File: config.mk
export PLATFORM = sky130hd
export DESIGN_NAME = ppt_button_events
export DESIGN_NICKNAME = d
export VERILOG_FILES = /design/src/rtl/ppt_button_events.sv
export SDC_FILE = /design/constraint.sdc
export NUM_CORES = 1
export LEC_CHECK = 0
export ABC_AREA = 1
export CORE_AREA = 2 2 172 174
export DETAILED_ROUTE_END_ITERATION = 8
export DIE_AREA = 0 0 174 176
export MAX_ROUTING_LAYER = met4
export SKIP_LAST_GASP = 1
export SYNTH_ARGS = -nofsm -noshare
export SYNTH_HDL_FRONTEND = slang
export SYNTH_SLANG_ARGS = --single-unit
File: constraint.sdc
create_clock -name clk -period 5.5 [get_ports clk]
set_clock_uncertainty 0.15 [all_clocks]
set_input_delay 0.55 -clock clk [delete_from_list [all_inputs] [get_ports clk]]
set_output_delay 0.55 -clock clk [all_outputs]
set_load 0.02 [all_outputs]
File: src/rtl/ppt_button_events.sv
// ppt_button_events: push-button input conditioning for the presentation controller.
// Each raw pin is synchronised (2 FFs) and debounced. Every debounced press queues one
// key event: at most one per button pending, plus one in the valid/ready output register.
// A press that finds its button already pending is discarded and flagged on evt_drop.
// Optional feature macro: AUTOREPEAT_EN enables a shared auto-repeat timer for the most
// recently pressed button. With AUTOREPEAT_EN undefined there is no timer logic.
module ppt_button_events #(
    parameter int unsigned N_BTN           = 8,
    parameter int unsigned DEBOUNCE_CYCLES = 50000,
    parameter int unsigned REPEAT_DELAY    = 500000,
    parameter int unsigned REPEAT_PERIOD   = 125000,
    localparam int unsigned CODE_W         = $clog2(N_BTN)
) (
    input  logic              clk,
    input  logic              rst,
    input  logic [N_BTN-1:0]  btn_raw,
    output logic              evt_valid,
    output logic [CODE_W-1:0] evt_code,
    input  logic              evt_ready,
    output logic [N_BTN-1:0]  btn_level,
    output logic              evt_drop
);

    // Debounce counter only has to reach DEBOUNCE_CYCLES-1.
    localparam int unsigned     CNT_W    = $clog2(DEBOUNCE_CYCLES);
    localparam logic [CNT_W-1:0] CNT_LAST = CNT_W'(DEBOUNCE_CYCLES - 1);

    // Elaboration-time parameter range check.
    if (N_BTN < 2 || N_BTN > 16 || DEBOUNCE_CYCLES < 2 ||
        REPEAT_DELAY < 1 || REPEAT_PERIOD < 1) begin : g_bad_params
        $error("ppt_button_events: parameter out of range");
    end

    logic [N_BTN-1:0]  sync_s1;
    logic [N_BTN-1:0]  sync_s2;
    logic [CNT_W-1:0]  db_cnt [N_BTN];
    logic [N_BTN-1:0]  diff_vec;
    logic [N_BTN-1:0]  hit_vec;
    logic [N_BTN-1:0]  press_vec;
    logic [N_BTN-1:0]  rep_vec;
    logic [N_BTN-1:0]  set_vec;
    logic [N_BTN-1:0]  pending;
    logic [N_BTN-1:0]  clr_mask;
    logic [CODE_W-1:0] pick_idx;
    logic              pick_any;
    logic              load_slot;

    // Debounce decision: a level flips when the mismatch has lasted DEBOUNCE_CYCLES samples.
    always_comb begin
        diff_vec = sync_s2 ^ btn_level;
        hit_vec  = '0;
        for (int unsigned i = 0; i < N_BTN; i++) begin
            hit_vec[i] = diff_vec[i] && (db_cnt[i] == CNT_LAST);
        end
        press_vec = hit_vec & sync_s2;
    end

    // Synchroniser and per-button debounce counters / levels.
    always_ff @(posedge clk or posedge rst) begin
        if (rst) begin
            sync_s1   <= '0;
            sync_s2   <= '0;
            btn_level <= '0;
            for (int unsigned i = 0; i < N_BTN; i++) begin
                db_cnt[i] <= '0;
            end
        end else begin
            sync_s1 <= btn_raw;
            sync_s2 <= sync_s1;
            for (int unsigned i = 0; i < N_BTN; i++) begin
                if (!diff_vec[i]) begin
                    db_cnt[i] <= '0;
                end else if (hit_vec[i]) begin
                    db_cnt[i]    <= '0;
                    btn_level[i] <= sync_s2[i];
                end else begin
                    db_cnt[i] <= db_cnt[i] + CNT_W'(1);
                end
            end
        end
    end

    // Output slot arbitration: lowest pending index wins whenever the slot can be refilled.
    always_comb begin
        load_slot = !evt_valid || evt_ready;
        pick_any  = 1'b0;
        pick_idx  = '0;
        for (int unsigned i = 0; i < N_BTN; i++) begin
            if (pending[i] && !pick_any) begin
                pick_any = 1'b1;
                pick_idx = CODE_W'(i);
            end
        end
        clr_mask = '0;
        if (load_slot && pick_any) begin
            clr_mask[pick_idx] = 1'b1;
        end
        set_vec = press_vec | rep_vec;
    end

    // Pending mask, drop flag and output register. The clear of the outgoing event is
    // applied before the new set, so a same-edge re-press keeps its bit and is not a drop.
    always_ff @(posedge clk or posedge rst) begin
        if (rst) begin
            pending   <= '0;
            evt_valid <= 1'b0;
            evt_code  <= '0;
            evt_drop  <= 1'b0;
        end else begin
            pending  <= (pending & ~clr_mask) | set_vec;
            evt_drop <= |(set_vec & pending & ~clr_mask);
            if (load_slot) begin
                evt_valid <= pick_any;
                if (pick_any) begin
                    evt_code <= pick_idx;
                end
            end
        end
    end

`ifdef AUTOREPEAT_EN
    localparam int unsigned RPT_MAX = (REPEAT_DELAY > REPEAT_PERIOD) ? REPEAT_DELAY : REPEAT_PERIOD;
    localparam int unsigned RPT_W   = $clog2(RPT_MAX + 1);

    typedef enum logic [1:0] {
        RPT_IDLE,
        RPT_WAIT_FIRST,
        RPT_WAIT_NEXT
    } rpt_state_t;

    rpt_state_t        rpt_state;
    logic [RPT_W-1:0]  rpt_timer;
    logic [CODE_W-1:0] rpt_idx;
    logic [CODE_W-1:0] hi_idx;
    logic [N_BTN-1:0]  rel_vec;
    logic              rpt_at_limit;
    logic              rpt_fire;

    // Repeat timing: highest newly pressed index, limit check, and the injected repeat press.
    // A real press on the same edge restarts tracking instead of firing.
    always_comb begin
        rel_vec = hit_vec & ~sync_s2;
        hi_idx  = '0;
        for (int unsigned i = 0; i < N_BTN; i++) begin
            if (press_vec[i]) begin
                hi_idx = CODE_W'(i);
            end
        end
        rpt_at_limit = (rpt_state == RPT_WAIT_FIRST) ? (rpt_timer == RPT_W'(REPEAT_DELAY - 1))
                                                     : (rpt_timer == RPT_W'(REPEAT_PERIOD - 1));
        rpt_fire = (rpt_state != RPT_IDLE) && rpt_at_limit && btn_level[rpt_idx] &&
                   !rel_vec[rpt_idx] && !(|press_vec);
        rep_vec = '0;
        if (rpt_fire) begin
            rep_vec[rpt_idx] = 1'b1;
        end
    end

    // Repeat tracker FSM: follows the most recent press until it is released.
    always_ff @(posedge clk or posedge rst) begin
        if (rst) begin
            rpt_state <= RPT_IDLE;
            rpt_timer <= '0;
            rpt_idx   <= '0;
        end else if (|press_vec) begin
            rpt_state <= RPT_WAIT_FIRST;
            rpt_timer <= '0;
            rpt_idx   <= hi_idx;
        end else if (rpt_state != RPT_IDLE) begin
            if (rel_vec[rpt_idx] || !btn_level[rpt_idx]) begin
                rpt_state <= RPT_IDLE;
                rpt_timer <= '0;
            end else if (rpt_fire) begin
                rpt_state <= RPT_WAIT_NEXT;
                rpt_timer <= '0;
            end else begin
                rpt_timer <= rpt_timer + RPT_W'(1);
            end
        end
    end
`else
    assign rep_vec = '0;
`endif

endmodule
# Yosys cells after proc, flatten, opt, wreduce, memory -nomap -nowiden
# Index checks and enable logic that the tools add are counted.
# word_totals
ram_bits	0
romBits	0
memories	0
latch_bits	0
output_inout_bits	13
ff_bits	165
# classes
mux	34
n_reduce_logical	36
bitwise	7
n_eq_ne	8
mul	0
magnitude_cmp	2
div	0
n_shift	0
n_addsub	8
# op_table
op	n
$mux 16	16
$add 16x1->16 const B	8
$eq 16x16->1 const B	8
$and 8x8->8	4
$mux 3	6
$reduce_and 2->1	9
$logic_and 1x1->1	17
$mux 1	10
$logic_not 1->1	8
$mux 8	1
$not 8->8	1
$or 8x8->8	1
$reduce_or 8->1	1
$xor 8x8->8	1
$lt 3x4->1 const B	1
$demux 1 s3	1
$ge 3x1->1 const B	1
$logic_or 1x1->1	1

# Logic depth before layout (Yosys ltp)
# depth
ltp_word	30
mapped_depth	12
mapped_depth_nobuf	12

# Least setup slack after synthesis
# No wires, ideal clock.
# synth_path
path_kind	register -> register
from	reg db_cnt[32] (netlist bit)
to	reg db_cnt[44] (netlist bit)
n_path_buf	0
stages_incl_launch_ff	10
arrival_ps	1376
setup_time_ps	119
setup_slack_ps	3855
synth_period_minus_slack_ps	1645
cell_sequence	dfrtp_1 > ha_1 > nand2_1 > nor2_4 > nand3_1 > nor2_2 > nand3_2 > nor3_1 > a21oi_1 > o21a_1
# synth_between
elab_chain_cells	4
word_cells_on_any_way	5
# synth_lines
element	line_no	text
from (decl)	36	logic [CNT_W-1:0] db_cnt [N_BTN];
from (signal, indexed assignment)	77	db_cnt[i] <= db_cnt[i] + CNT_W'(1);
parallel branches: the longest is 2 deep, another holds $add 16x1->16	--	
$mux 16 (*)	73	end else if (hit_vec[i]) begin
$mux 16 (*)	71	if (!diff_vec[i]) begin
# Every way passes the cells marked *.
# A chain may end at the register's enable or synchronous reset.

# Worst setup path in the final report
# layout_path
from	reg btn_level[1]
to	out btn_level[1]
# layout_rtl
element	line_no	text
from (decl)	20	output logic [N_BTN-1:0] btn_level,
from (signal, indexed assignment)	75	btn_level[i] <= sync_s2[i];
# No word-level cell between the ends.

==> out/results.txt <==
The starting density of the core came out at 29.71%. The number of nets handed over by synthesis was 1041. The first global-routing pass estimated 28.90 mm of wire. The floorplan step defined a die boundary enclosing 30620 µm². The floorplan has 62 rows.

The worst register-to-register path begins at db_cnt[64]. Data on the critical path arrives at its endpoint at 1.56 ns. For this design, the slowest cell found on the critical path is sky130_fd_sc_hd__clkdlybuf4s50_1.

The tools report the number of antenna violations at the first check in global routing as 0. The relative area change from synthesis to final layout works out to 15.98%. Excluding fillers, the count of instances in the completed layout stands at 1463. The first detailed-routing pass took 5 iterations.

The slew at the pin closest to its max-slew limit was 0.9858 ns. After detailed routing, the average wire length per cell comes to 11.26 µm. Setup repair after global routing left no endpoint under its margin. The worst hold path begins at sync_s1[2]. The post-CTS setup buffer count was 0. The library cell used most frequently in the layout, excluding fill and tap cells, is sky130_fd_sc_hd__nand2_1. The most common flop cell mapped by yosys was sky130_fd_sc_hd__dfrtp_1. For this design, the CTS-stage hold fixing added 0 buffers.

In this run the remaining antenna-violating nets after routing total 0. Detailed placement ended at an HPWL of 11.95 mm. The worst setup path is launched from a register. The congestion estimate from routability-driven global placement came to 0.8265. The largest net degree at the start of global routing was 111; the total wire length was 16.47 mm. Of the synthesized area, sequential elements account for 48.69%.

Summed over all cells, the static leakage comes to 4.569 nW. Counting flops and latches in the post-synthesis netlist gives 165. The worst setup path is of the register to output port kind. The first routing iteration left 407 violations.

The count of yosys warnings during synthesis is 0, and the register cell area after layout is 4129 µm². The max-capacitance violation count was 0; the mean cell area of the mapped netlist was 8.298 µm². Fill cell total of the finished layout: 3026. The post-route fraction of the period consumed by the critical path is 41.12%, and the combined buffer and inverter count along the critical path is 1. The area of the mapped netlist was 8481 µm²; the final total negative setup slack was 0 ns.

The fraction of power spent switching nets is 26.77%, and the data required time of the worst path is 4.80 ns. The die is 176 µm tall. The tools report the number of global-route vias before repair as 6225.

The hold path endpoint was sync_s2[2]. The combined global-route utilization of all metal layers came out at 11.83%. The tools report the number of antenna cells inserted as 0. Of the total power, registers draw 44.9%. TritonCTS built the clock tree.

Static timing analysis puts the maximum clock frequency at 0.4422 GHz. The deepest level of the CTS H-tree was 4. STA classifies the critical path endpoint as an output port.

The logs give 0 for the total of endpoints with negative setup slack in the final report and 2.136 mW for the cell-internal power. The destination of the worst register-to-register timing path is db_cnt[73]. The largest fanout on the critical path came out at 3. The logs give 24 for the number of top-level design ports and 0 for the number of max-slew violations in the final report. The hold violation total from the final report is 0, and the clock network fraction of design power is 42.8%. Summed over all nets, the switching power comes to 0.7806 mW. The kind of cell adding the most delay to the critical path was buffers and inverters. Root buffer cell: sky130_fd_sc_hd__clkbuf_16. The min-delay analysis places its worst path in the category register to register. The post-synthesis cell type count is 41, and the number of clock sinks is 165. IR analysis of the VDD net gives a maximum drop of 0.2210 mV.

The count of flip-flops with a built-in enable after synthesis works out to 0. The clock reaches the later pin of the worst-skew pair after 0.43 ns. The share of cells above drive strength 1 is 12.97%. After clock tree synthesis, the clock-pin slew on the worst setup and hold paths is 0.07 ns. The core region is 28550 µm².

The number of gates given a new drive strength after cts is 0. The signal on the critical path passes through clkdlybuf4s50_1. For this run, asynchronously set or reset flops after synthesis account for 100.0%. Summing all multi-input logic gate instances after layout gives 3642 µm². The number of standard cells after synthesis is 1022, and the cell area power density is 296.5 nW/µm². Summed over all layers, the global routing overflow is 0. Leaving out fill and tap cells, the most frequent cells in the layout are sky130_fd_sc_hd__nand2_1 (174), sky130_fd_sc_hd__inv_1 (170), sky130_fd_sc_hd__dfrtp_1 (165). The routed design could run at a clock period as short as 2.261 ns.

The combinational fraction of design power is 12.3%, and the average via count per standard cell is 4.412. The run gives 0 as the DRC violations left. After detailed placement, the design holds a cell count of 1431. TritonCTS created 17 clock buffers. The tools report the reg-to-reg setup timing slack as 3.52 ns.

The worst register-to-register path has a depth of 8. Summing over every cut layer, the via total after detailed routing is 6455. The count of buffers added on input and output ports is 23. The run finished with clean final reports. The die width is 174 µm, and the number of instances on the worst hold path is 0. The worst pin sits at a relative slew slack of 34.28%. No sink is reached through more buffers than the 2 on the longest clock path.

On the worst path, the slowest cell contributes a delay of 0.67 ns. In the final design database the tool counted 1085 nets.
[Yosys cell counts, types with 6 or more instances]
cell                       number  area, µm²
sky130_fd_sc_hd__nand3_2       13      130.1
sky130_fd_sc_hd__nor2_1       116      435.4
sky130_fd_sc_hd__a211oi_1       6      45.04
sky130_fd_sc_hd__nor2_2        22      137.6
sky130_fd_sc_hd__a21oi_1       38      190.2
sky130_fd_sc_hd__nor3_1        39      195.2
sky130_fd_sc_hd__nand2_1      174      653.1
sky130_fd_sc_hd__nand4_1       15      93.84
sky130_fd_sc_hd__ha_1           8      100.1
sky130_fd_sc_hd__nand2_2       11      68.82
sky130_fd_sc_hd__inv_2         17      63.81
sky130_fd_sc_hd__nor2_4        12      135.1
sky130_fd_sc_hd__dfrtp_1      165       4129
sky130_fd_sc_hd__nand3_1       66      330.3
sky130_fd_sc_hd__xor2_1        10      87.58
sky130_fd_sc_hd__o21ai_0       55      275.3
sky130_fd_sc_hd__o21a_1        14      105.1
sky130_fd_sc_hd__nor3b_1       13      97.59
sky130_fd_sc_hd__a31oi_1       11      68.82
sky130_fd_sc_hd__inv_1        171      641.9
[cell type report]
type	count	area share, %
multi-input combinational	668	37.03
clock buffer	19	4.605
inverter	189	7.264
timing repair buffer	25	2.493
clock inverter	13	1.743
tap	384	4.885
sequential	165	41.98
[power groups by stage]
stage / Combinational (mW) / Sequential [mW] / Clock, mW
floorplan: 0.248 / 1.33 / 0
global placement: 0.358 / 1.33 / 0
detailed placement: 0.358 / 1.33 / 0
CTS: 0.362 / 1.31 / 1.29
global route: 0.409 / 1.32 / 1.34
finish: 0.357 / 1.31 / 1.25
[how the worst max path moves through the flow]
stage / startpoint / to / cells after the start
floorplan: rst / btn_level[0] / 1
global placement: rst / evt_drop / 3
detailed placement: rst / evt_drop / 3
CTS: btn_level[1] / btn_level[1] / 1
global route: btn_level[1] / btn_level[1] / 1
finish: btn_level[1] / btn_level[1] / 1
[per-layer routing]
layer | track usage, % | vias to the layer above | wire [µm]
met5 | - | - | 0
met3 | 2.541 | 16 | 421
li1 | - | 3385 | -
met4 | 3.256 | 0 | 182
met1 | 15.23 | 2976 | 8225
met2 | 18.94 | 78 | 7644
[per-stage QoR]
| stage | power, mW | setup slack (ns) | area, µm² | util, % | hold slack (ns) |
|---|---|---|---|---|---|
| 2_1_floorplan | 1.583 | 0.3383 | 8481 | - | 0.1812 |
| 3_3_place_gp | 1.693 | 3.070 | 9211 | 32.27 | 0.1828 |
| 3_5_place_dp | 1.691 | 3.075 | 9211 | 32.27 | 0.1855 |
| 4_1_cts | 2.961 | 3.194 | 9836 | 34.45 | 0.2019 |
| 5_1_grt | 3.069 | 3.171 | 9836 | 34.45 | 0.2105 |
| 6_report | 2.917 | 3.239 | 9836 | 34.45 | 0.2008 |
[flip-flops by register name, summed over array words and instances, names as in the netlist]
| register | flops |
|---|---|
| sync_s1 | 8 |
| evt_drop | 1 |
| sync_s2 | 8 |
| btn_level | 8 |
| db_cnt | 128 |
| evt_valid | 1 |
| pending | 8 |
| evt_code | 3 |
[logic make-up after synthesis]
kind of cell | synth area share, %
AO/OA/AOI/OAI | 10.12
XOR/XNOR | 1.549
adder cells (fa/ha/maj) | 1.180
buffers and inverters | 8.365
flip-flops | 48.69
AND/OR/NAND/NOR | 30.10
No activity file was read; power rests on OpenSTA's default activity.
